File: src/rtl/cpu_exec_core.sv
// TinyCPU execute core: free-running instruction stage counter plus the operand
// mux and combinational 32-bit ALU that it steers (PC increment in the PC stage).
module cpu_exec_core #(
  parameter int NUM_STAGES  = 5,
  parameter int STAGE_FETCH = 0,
  parameter int STAGE_PC    = 4
) (
  input  logic        clk,
  input  logic        rst,
  input  logic [31:0] PC_output,
  input  logic [2:0]  alu_operation,
  input  logic [31:0] reg_value_0,
  input  logic [31:0] reg_value_1,
  output logic [2:0]  current_stage,
  output logic        is_stage_instr_fetch,
  output logic        is_stage_PC_update,
  output logic [31:0] alu_in0,
  output logic [31:0] alu_in1,
  output logic [2:0]  alu_op_select,
  output logic [31:0] alu_result
);

  typedef enum logic [2:0] {
    ALU_ADD  = 3'b000,
    ALU_SUB  = 3'b001,
    ALU_AND  = 3'b010,
    ALU_OR   = 3'b011,
    ALU_XOR  = 3'b100,
    ALU_SLL  = 3'b101,
    ALU_SRL  = 3'b110,
    ALU_SLTU = 3'b111
  } alu_op_e;

  localparam logic [2:0] LAST_STAGE = 3'(NUM_STAGES - 1);
  localparam logic [2:0] FETCH_CODE = 3'(STAGE_FETCH);
  localparam logic [2:0] PC_CODE    = 3'(STAGE_PC);

  logic [2:0] stage_q, stage_d;

  // The stage register is the only state; it doubles as the observable FSM state.
  always_comb begin
    stage_d = stage_q + 3'd1;
    if (stage_q == LAST_STAGE) begin
      stage_d = 3'd0;
    end
  end

  always_ff @(posedge clk or posedge rst) begin
    if (rst) begin
      stage_q <= 3'd0;
    end else begin
      stage_q <= stage_d;
    end
  end

  assign current_stage        = stage_q;
  assign is_stage_instr_fetch = (stage_q == FETCH_CODE);
  assign is_stage_PC_update   = (stage_q == PC_CODE);

  always_comb begin
    alu_in0       = reg_value_0;
    alu_in1       = reg_value_1;
    alu_op_select = alu_operation;
    if (is_stage_PC_update) begin
      alu_in0       = PC_output;
      alu_in1       = 32'd1;
      alu_op_select = ALU_ADD;
    end
  end

  // Shifts use only the low five bits of operand B.
  always_comb begin
    alu_result = 32'd0;
    case (alu_op_select)
      ALU_ADD:  alu_result = alu_in0 + alu_in1;
      ALU_SUB:  alu_result = alu_in0 - alu_in1;
      ALU_AND:  alu_result = alu_in0 & alu_in1;
      ALU_OR:   alu_result = alu_in0 | alu_in1;
      ALU_XOR:  alu_result = alu_in0 ^ alu_in1;
      ALU_SLL:  alu_result = alu_in0 << alu_in1[4:0];
      ALU_SRL:  alu_result = alu_in0 >> alu_in1[4:0];
      ALU_SLTU: alu_result = {31'd0, (alu_in0 < alu_in1)};
      default:  alu_result = 32'd0;
    endcase
  end

endmodule

File: config.mk
export PLATFORM = sky130hd
export DESIGN_NAME = cpu_exec_core
export DESIGN_NICKNAME = d
export VERILOG_FILES = /design/src/rtl/cpu_exec_core.sv
export SDC_FILE = /design/constraint.sdc
export NUM_CORES = 1
export LEC_CHECK = 0
export ABC_AREA = 1
export CAP_MARGIN = 10
export CORE_MARGIN = 2
export CORE_UTILIZATION = 30
export CTS_BUF_LIST = sky130_fd_sc_hd__clkbuf_8
export CTS_CLUSTER_SIZE = 25
export DETAILED_ROUTE_END_ITERATION = 12
export PLACE_DENSITY = 0.48
export SLEW_MARGIN = 20
export SYNTH_ARGS = -nofsm -noshare
export SYNTH_HDL_FRONTEND = slang
export SYNTH_SLANG_ARGS = --single-unit
File: constraint.sdc
create_clock -name clk -period 7.57 [get_ports clk]
set_input_delay 1.514 -clock clk [delete_from_list [all_inputs] [get_ports clk]]
set_output_delay 1.514 -clock clk [all_outputs]
set_load 0.005 [all_outputs]
; ---- Word level (Yosys, flattened, before mapping)
; Cells that the tools add are included.
[op_classes]
n_addsub = 3
order_cmp = 1
eq_ne = 8
shifts = 2
mux = 5
bitwise_logic = 3
n_reduce_logical = 2
[op_table]
columns = cell, n
row1 = $pmux W32 S8, 1
row2 = $mux W32, 2
row3 = $add A32 B32 Y32, 1
row4 = $and A32 B32 Y32, 1
row5 = $lt A32 B32 Y1, 1
row6 = $or A32 B32 Y32, 1
row7 = $shl A32 B5 Y32, 1
row8 = $shr A32 B5 Y32, 1
row9 = $sub A32 B32 Y32, 1
row10 = $xor A32 B32 Y32, 1
row11 = $eq A3 B3 Y1 const B, 5
row12 = $eq A3 B2 Y1 const B, 2
row13 = $logic_not A3 Y1, 2
row14 = $mux W3, 2
row15 = $add A3 B1 Y3 const B, 1
row16 = $eq A3 B1 Y1 const B, 1
[totals]
ff_bits = 3
inputBits = 101
output_inout_bits = 104
wordCells = 25

; ---- Logic depth before layout (Yosys ltp)
; Gate-level depths: netlist (run 1).
[depth]
ltp_word = 4
depth_mapped = 24
mapped_depth_nobuf = 19

; ---- Worst setup path before layout (run 1)
; OpenSTA, ideal clock, no wires.
[synth_path]
kind = input to output
from = input port reg_value_1[0]
to = output port alu_result[18]
t_arrival_ps = 3526
t_required_ps = 6056
path_slack_ps = 2530
path_stages = 15
n_path_buf = 1
path_cell_list = inv_1 > nand2_8 > buf_4 > ha_1 > fa_1 > nand2_1 > nand2_1 > nand3_1 > nand2_1 > nand2_1 > nand3b_1 > a21oi_1 > xor2_1 > nand2_1 > nand2_1
[synth_between]
elab_chain_cells = 3
elab_cells_between_ends = 6
classes_between = add/sub (2) / shift (2) / mux (2)
[synth_lines]
columns = element, line
row1 = from (decl), 13  ; input logic [31:0] reg_value_1,
row2 = $mux W32 (*), 64  ; if (is_stage_PC_update) begin
row3 = via alu_in1[0], 18  ; output logic [31:0] alu_in1,
row4 = "$sub A32 B32 Y32, or another cell as far along", 76  ; ALU_SUB: alu_result = alu_in0 - alu_in1;
row5 = $pmux W32 S8 (*), 74  ; case (alu_op_select)
row6 = to (decl), 20  ; output logic [31:0] alu_result
; The timed path passes the listed nets; every way through them passes the cells marked *.

; ---- Final worst setup path (run 1)
[layout_path]
from = input port reg_value_1[0]
to = output port alu_result[12]
[layout_between]
elab_chain_cells = 3
elab_cells_between_ends = 6
classes_between = add/sub (2) / shift (2) / mux (2)
[layout_lines]
columns = element, line
row1 = $mux W32 (*), 64
row2 = "$sub A32 B32 Y32, or another cell as far along", 76
row3 = $pmux W32 S8 (*), 74
; Every way passes the cells marked *; elsewhere a longest branch is shown, timed or not.

==> flow_summary.ini, run 1 <==
[place]
dp.final_hpwl_mm = 51.4
gp_congestion = 0.965
numPortBuffers = 204
dpl_cell_area_um2 = 12400
dp.cells = 2626

[final_layout]
diodes = 0
largest_register_ffs = 3
drive_gt1_frac = 0.0335
synthToLayoutAreaGrowth_pct = 22.8
multi_input_area_um2 = 8530
fin_area_um2 = 12400
fillers = 3986
seq_area_um2 = 75.1
stdcell_count = 2630
fin_nets = 2385

[run]
maxCapViolCount = 0

[global_route]
grt_pass1_wl_mm = 87.9
grt_max_degree = 66
grt_overflow_total = 0
grt_antenna_before_repair = 0
grt_pass1_vias = 13800
gr-usage-all-layers = 0.332

[yosys]
synth_commonest_cells = nand2_1, nand3_1, inv_1
async_flop_share = 1.00
synth.area.top_cells = nand3_1, nand2_1, ha_1
syn_inst = 2044
synth_cell_types = 48
yosysTopAreaCell = nand3_1
avgSynthCellArea_um2 = 4.95
syn_nets = 2246
ys_ff_latch = 3
yosysTopAreaCellShare = 0.226
syn_area_um2 = 10100
yosysSeqAreaShare = 0.00742
synth_most_common_cell = nand2_1
yosys_warnings = 0
synth_edf_count = 0
ys.flop_type = dfrtp_1

[critical_path]
setup.worst_path.end_class = primary output
worstPathArrival_ns = 5.47
cp_max_fo = 17
critical_path_class = in -> out
critPathRequiredTime_ns = 6.06
crit_path_start_kind = input pin

[worst_hold_path]
hp-class = reg -> reg

[routing]
wl_per_cell_um = 23.1
drtAntennaViolNets = 0
drt_iter0_drc = 1416
vias = 14500
drc_errors = 0
wl_mm = 60.8
vias_per_cell = 5.53
firstDrtPassIters = 5

[power]
totalPowerFinal_mw = 0.446
power.density_nw_per_um2 = 35.9
p_leak_nw = 6.36
peakVddDrop_mv = 0.0807

[clock_tree]
clk_latency_ns = 0.21
cts_setup_buffers = 0
cts.repair.resized = 0
clock_sinks = 3
cts_made_buffers = 3
cts_max_level = 1
clk_pin_slew_ns = 0.03
cts-root-buf = clkbuf_8
cts_tree = yes
holdBufCountCts = 0
clock_path_buffers = 2

[timing]
setup_violations = 0
maxSlewHeadroom = 0.383
slew_viol_final = 0
final_hold_viol_count = 0
clock_skew_ns = 0.00271
fin_crit_sh = 0.923
rsz0062_at_grt = no
fin_setup_tns_ns = 0
worst_pin_slew_ns = 0.919
fmax_ghz = 0.143
post-route-min-period_ns = 6.98

[die]
die_h_um = 188
die_w_um = 188
die_area_um2 = 35200
core_um2 = 33400
ioPinCount = 205
initial_core_util = 0.303
rows = 67

[status]
status = complete, no violations
path summary, 6_finish.rpt:
check	slack (ns)	cells after the start	start	to
max	0.59	13	reg_value_1[0]	alu_result[12]
min	0.51	1	current_stage[0]	current_stage[0]
max reg2reg	5.64	6	current_stage[0]	current_stage[0]
min reg2reg	0.51	1	current_stage[0]	current_stage[0]
max in group asynchronous	5.97	2	rst	current_stage[1]
min in group asynchronous	1.47	2	rst	current_stage[0]
power by group:
group          internal, mW  total [mW]  switching (mW)
Combinational         0.153       0.385           0.232
Sequential           0.0162      0.0162               0
Clock                0.0345      0.0448          0.0103
per-stage QoR:
step                hold slack [ns]  setup slack, ns  utilization
floorplan                     0.471             2.53            -
global placement              0.493            0.531        0.371
detailed placement            0.498            0.617        0.371
CTS                           0.511            0.604        0.372
global route                  0.527            0.526        0.372
finish                        0.506            0.586        0.372
cell usage in the layout (no fill, tap or decap), drive strengths merged, types with 2 or more instances in the layout:
master	instances
o211ai	3
nor3	23
a221oi	2
a21oi	98
xnor2	2
nand2	621
clkdlybuf4s50	204
o221ai	4
o22ai	19
buf	22
a21o	2
nand3b	7
dfrtp	3
ha	99
inv	268
a211oi	2
nand4	41
nand3	457
o21ai	71
or2	5
fa	2
clkbuf	3
o21a	5
xor2	9
o21bai	13
nor2	191
final cells by class:
| type | instances | share of cell area |
|---|---|---|
| inverter | 268 | 0.0815 |
| clock inverter | 1 | 0.000302 |
| timing repair buffer | 226 | 0.178 |
| multi-input combinational | 1681 | 0.686 |
| clock buffer | 3 | 0.00332 |
| sequential | 3 | 0.00604 |
| tap | 448 | 0.0451 |
routing by layer:
layer	vias to the layer above	global-route usage	wire length [µm]
li1	6966	-	-
met1	6845	0.452	26700
met2	643	0.560	28100
met3	78	0.0208	3920
met4	0	0.104	2110
met5	-	0	0
critical path, cell delays in order:
cell and delay (ns):
clkdlybuf4s50_1 0.46, inv_1 0.22, nand2_8 0.16, ha_1 0.39, fa_1 0.48, nand2_1 0.09, nand2_1 0.15, and2_1 0.26
nand2_1 0.08, nand3_1 0.29, o21ai_0 0.59, nand4_1 0.25, clkdlybuf4s50_1 0.51
logic make-up (layout without fill, tap and decap cells):
family / after synthesis / in the layout / share of synthesized area
AND/OR/NAND/NOR: 1347 / 1347 / 0.582
flip-flops: 3 / 3 / 0.00742
buffers and inverters: 360 / 498 / 0.151
XOR/XNOR: 11 / 11 / 0.00952
adder cells (fa/ha/maj): 101 / 101 / 0.126
AO/OA/AOI/OAI: 222 / 222 / 0.124
Note: power is estimated with default switching activity, not from simulation.
==> run 2: changes to the inputs <==
--- a/config.mk
+++ b/config.mk
@@ -7,12 +7,12 @@
 export LEC_CHECK = 0
 export ABC_AREA = 1
 export CAP_MARGIN = 10
-export CORE_MARGIN = 2
+export CORE_MARGIN = 4
 export CORE_UTILIZATION = 30
 export CTS_BUF_LIST = sky130_fd_sc_hd__clkbuf_8
 export CTS_CLUSTER_SIZE = 25
 export DETAILED_ROUTE_END_ITERATION = 12
-export PLACE_DENSITY = 0.48
+export PLACE_DENSITY = 0.52
 export SLEW_MARGIN = 20
 export SYNTH_ARGS = -nofsm -noshare
 export SYNTH_HDL_FRONTEND = slang
==> flow_summary.ini, run 2 (same netlist as run 1, synthesis figures left out) <==
[status]
status = complete, no violations

[timing]
final_hold_viol_count = 0
setup_violations = 0
worst_pin_slew_ns = 1.17
rsz0062_at_grt = no
slew_viol_final = 0
fmax_ghz = 0.146
fin_crit_sh = 0.908
maxSlewHeadroom = 0.218
fin_setup_tns_ns = 0
post-route-min-period_ns = 6.87
clock_skew_ns = 0.000947

[power]
power.density_nw_per_um2 = 35.6
totalPowerFinal_mw = 0.444
peakVddDrop_mv = 0.0930
p_sw_frac = 0.538
p_leak_nw = 6.38
p_sw_mw = 0.239
internal-power_mw = 0.205
seq_power_share = 0.036
power_frac_comb = 0.863
power_frac_clock = 0.100

[die]
rows = 67
die_area_um2 = 36700
core_um2 = 33400
ioPinCount = 205
initial_core_util = 0.303
die_w_um = 192
die_h_um = 192

[clock_tree]
cts_made_buffers = 3
cts_max_level = 1
cts-root-buf = clkbuf_8
cts.repair.resized = 0
clk_latency_ns = 0.21
cts_tree = yes
clock_path_buffers = 2
holdBufCountCts = 0
clock_sinks = 3
clk_pin_slew_ns = 0.03
cts_setup_buffers = 0

[routing]
vias = 14500
drt_iter0_drc = 1444
vias_per_cell = 5.49
drtAntennaViolNets = 0
wl_per_cell_um = 22.3
wl_mm = 58.7
drc_errors = 0
firstDrtPassIters = 6

[critical_path]
critPathRequiredTime_ns = 6.06
cp_slowest_cell = clkdlybuf4s50_1
worstPathArrival_ns = 5.36
crit_path_start_kind = input pin
worstPathCellList = clkdlybuf4s50_1, inv_1, nand2_8, ha_1, inv_1, fa_1, nand3_1, nand3_1, nand3_1, nand3b_1, nand2_1, nand2_1, a21oi_1, nor2_1, nor2_1, clkdlybuf4s50_1
crit_family = simple AND/OR/NAND/NOR gates
critPathMaxStageDelay_ns = 0.53
setup.worst_path.end_class = primary output
critical_path_class = in -> out
critPathBufInv = 4
cp_max_fo = 16
path_common_cell = nand3_1

[place]
numPortBuffers = 204
dp.final_hpwl_mm = 50.0
dpl_cell_area_um2 = 12400
gp_congestion = 1.02

[final_layout]
fin_area_um2 = 12500
layout_commonest_cell = nand2_1
synthToLayoutAreaGrowth_pct = 23.0
diodes = 0
drive_gt1_frac = 0.0343
fin_nets = 2387
fillers = 3934
fin_util = 0.372
largest_register_ffs = 3
mostFrequentLayoutCells = nand2_1, nand3_1, inv_1

[worst_hold_path]
hp-class = reg -> reg

[global_route]
grt_max_degree = 66
grt_overflow_total = 0
gr-usage-all-layers = 0.303
grt_pass1_vias = 13800
grt_pass1_wl_mm = 84.5
grt_antenna_before_repair = 0

[run]
maxCapViolCount = 0
## run 2: cell type report
cell class	count	area, µm²	area share
Clock inverter	1	3.75	0.000301
Tap cell	448	561	0.0450
Sequential cell	3	75.1	0.00603
Multi-Input combinational cell	1681	8530	0.685
Inverter	268	1010	0.0813
Timing Repair Buffer	228	2230	0.179
Clock buffer	3	41.3	0.00332
## run 2: per-stage QoR
| step | hold slack, ns | worst slack [ns] | instances |
|---|---|---|---|
| 5_1_grt | 0.535 | 0.621 | 2632 |
| 3_3_place_gp | 0.482 | 0.837 | 2628 |
| 3_5_place_dp | 0.493 | 0.802 | 2628 |
| 2_1_floorplan | 0.471 | 2.53 | 2044 |
| 6_report | 0.511 | 0.698 | 2632 |
| 4_1_cts | 0.511 | 0.783 | 2632 |
## run 2: power by group through the flow
stage / clock network [mW] / logic, mW / registers, mW
after floorplan: 0 / 0.191 / 0.0163
after global placement: 0 / 0.376 / 0.0163
after detailed placement: 0 / 0.375 / 0.0163
after CTS: 0.0457 / 0.377 / 0.0162
after global routing: 0.0473 / 0.416 / 0.0161
final: 0.0444 / 0.383 / 0.0162
## run 2: final timing paths
path	startpoint	end	slack, ns	cells after the start
setup / recovery	reg_value_1[0]	alu_result[0]	0.70	16
hold / removal	current_stage[0]	current_stage[0]	0.51	1
setup reg to reg	current_stage[0]	current_stage[0]	5.89	5
hold reg to reg	current_stage[0]	current_stage[0]	0.51	1
max in group asynchronous	rst	current_stage[2]	5.96	2
min in group asynchronous	rst	current_stage[0]	1.47	2
## run 2: worst reg2reg max path: cells and delay by family, from the launching register on
| kind | cells | cell delay, ns |
|---|---|---|
| flops | 1 | 0.39 |
| fa+ha+maj | 1 | 0.23 |
| simple gates | 2 | 0.76 |
| buf+inv | 2 | 0.22 |
## run 2: layer usage
layer | global-route usage | wire (µm) | part of all wire
met1 | 0.415 | 25400 | 0.43
met2 | 0.500 | 26600 | 0.45
met3 | 0.0282 | 4390 | 0.075
met4 | 0.101 | 2310 | 0.039
met5 | 0 | 0 | 0
==> run 3: changes to the inputs <==
--- a/config.mk
+++ b/config.mk
@@ -12,7 +12,7 @@
 export CTS_BUF_LIST = sky130_fd_sc_hd__clkbuf_8
 export CTS_CLUSTER_SIZE = 25
 export DETAILED_ROUTE_END_ITERATION = 12
-export PLACE_DENSITY = 0.52
+export PLACE_DENSITY = 0.54
 export SLEW_MARGIN = 20
 export SYNTH_ARGS = -nofsm -noshare
 export SYNTH_HDL_FRONTEND = slang
==> constraint.sdc (replaced) <==
create_clock -name clk -period 6.3 [get_ports clk]
set_input_delay 1.26 -clock clk [delete_from_list [all_inputs] [get_ports clk]]
set_output_delay 1.26 -clock clk [all_outputs]
set_load 0.005 [all_outputs]
==> flow_summary.ini, run 3 (same netlist as run 1, synthesis figures left out) <==
[power]
p_leak_nw = 6.57
power.density_nw_per_um2 = 43.4
peakVddDrop_mv = 0.0915
totalPowerFinal_mw = 0.554

[die]
die_area_um2 = 36700
core_um2 = 33400
ioPinCount = 205
die_w_um = 192
die_h_um = 192
rows = 67
initial_core_util = 0.303

[timing]
fin_setup_tns_ns = 0
rsz0062_at_grt = no
worst_pin_slew_ns = 0.752
fin_crit_sh = 0.957
fin_ws_ns = 0.272
setup_violations = 0
clock_skew_ns = 0.0000884
maxSlewHeadroom = 0.499
final_hold_viol_count = 0
fmax_ghz = 0.166
slew_viol_final = 0
post-route-min-period_ns = 6.03

[place]
dp.final_hpwl_mm = 52.9
gp_congestion = 1.03
numPortBuffers = 204
pre_cts_ws_ns = 0.335
dp.cells = 2666

[critical_path]
crit_family = simple AND/OR/NAND/NOR gates
setup.worst_path.end_class = primary output
critPathBufInv = 2
critPathMaxStageDelay_ns = 0.52
critPathRequiredTime_ns = 5.04
r2r-end = current_stage[0]
r2r.worst_path.cells = 6
cp_slowest_cell = clkdlybuf4s50_1
path_common_cell = nand2_1
worstPathArrival_ns = 4.77
crit_path_start_kind = input pin
cp_max_fo = 7
critical_path_class = in -> out
r2r_slack_ns = 4.84
worstPathCellList = clkdlybuf4s50_1, nand3_1, nand2_1, ha_1, a21oi_1, o21ai_0, nand2_1, nand2_1, a21oi_1, nand2_1, nand2_1, nand3_1, nand4_1, clkdlybuf4s50_1
r2r-start = current_stage[0]

[final_layout]
fin_util = 0.382
stdcell_count = 2670
mostFrequentLayoutCells = nand2_1, nand3_1, inv_1
layout_commonest_cell = nand2_1
drive_gt1_frac = 0.0509
diodes = 0
largest_register_ffs = 3
fillers = 3884
synthToLayoutAreaGrowth_pct = 26.1
fin_nets = 2425

[worst_hold_path]
whs_path_depth = 1
worstHoldEndpoint = current_stage[0]
hp-class = reg -> reg
worstHoldStart = current_stage[0]

[routing]
vias_per_cell = 5.53
wl_mm = 61.7
vias = 14800
drtAntennaViolNets = 0
firstDrtPassIters = 6
drt_iter0_drc = 1505
drc_errors = 0
wl_per_cell_um = 23.1

[global_route]
grt_antenna_before_repair = 0
gr-usage-all-layers = 0.321
grt_pass1_vias = 14000
grt_pass1_wl_mm = 88.5
grt_max_degree = 66
grt_overflow_total = 0

[clock_tree]
clk_latency_ns = 0.21
clk_pin_slew_ns = 0.03
cts_made_buffers = 3
cts.repair.resized = 0
cts_setup_buffers = 0
cts-root-buf = clkbuf_8
holdBufCountCts = 0
clock_path_buffers = 2
clock_sinks = 3
cts_max_level = 1
cts_tree = yes

[status]
status = complete, no violations

[run]
maxCapViolCount = 0
## run 3: cell count changes in the layout (fill, tap and decap cells not counted), sizes merged
cell,change
buf,+38
## run 3: power by group
part	internal (mW)	switching [mW]	total, mW	leakage, nW
sequential	0.0194	0	0.0194	0.0372
combinational	0.195	0.287	0.482	6.51
clock	0.0414	0.0116	0.0529	0.0269
total	0.256	0.298	0.554	6.57
## run 3: how the worst max path moves through the flow
stage                              start        endpoint  slack, ns  cells after the start
after floorplan           reg_value_1[0]  alu_result[18]       1.77                     15
after global placement     PC_output[23]  alu_result[28]       0.28                     14
after detailed placement   PC_output[23]  alu_result[28]       0.34                     14
after CTS                  PC_output[23]  alu_result[28]       0.32                     14
after global routing       PC_output[23]  alu_result[28]       0.08                     14
final                      PC_output[23]  alu_result[28]       0.27                     14
## run 3: area by class of cell
type | instances | area, µm² | share of cell area
multi-input combinational | 1681 | 8530 | 0.668
tap | 448 | 561 | 0.0439
clock inverter | 1 | 3.75 | 0.000294
inverter | 268 | 1010 | 0.0793
timing repair buffer | 266 | 2540 | 0.199
sequential | 3 | 75.1 | 0.00588
clock buffer | 3 | 41.3 | 0.00323
## run 3: per-layer routing
metal,track usage,vias up,wire length [µm],share of wire
met2,0.527,736,27700,0.45
met1,0.435,6901,26500,0.43
li1,-,7040,-,-
met3,0.0373,95,4820,0.078
met4,0.115,0,2600,0.042
met5,0,-,0,0
## run 3: metrics by stage
stage	hold slack, ns	instance area [µm²]
after floorplan	0.471	10100
after global placement	0.484	12700
after detailed placement	0.488	12700
after CTS	0.496	12800
after global routing	0.534	12800
final	0.490	12800
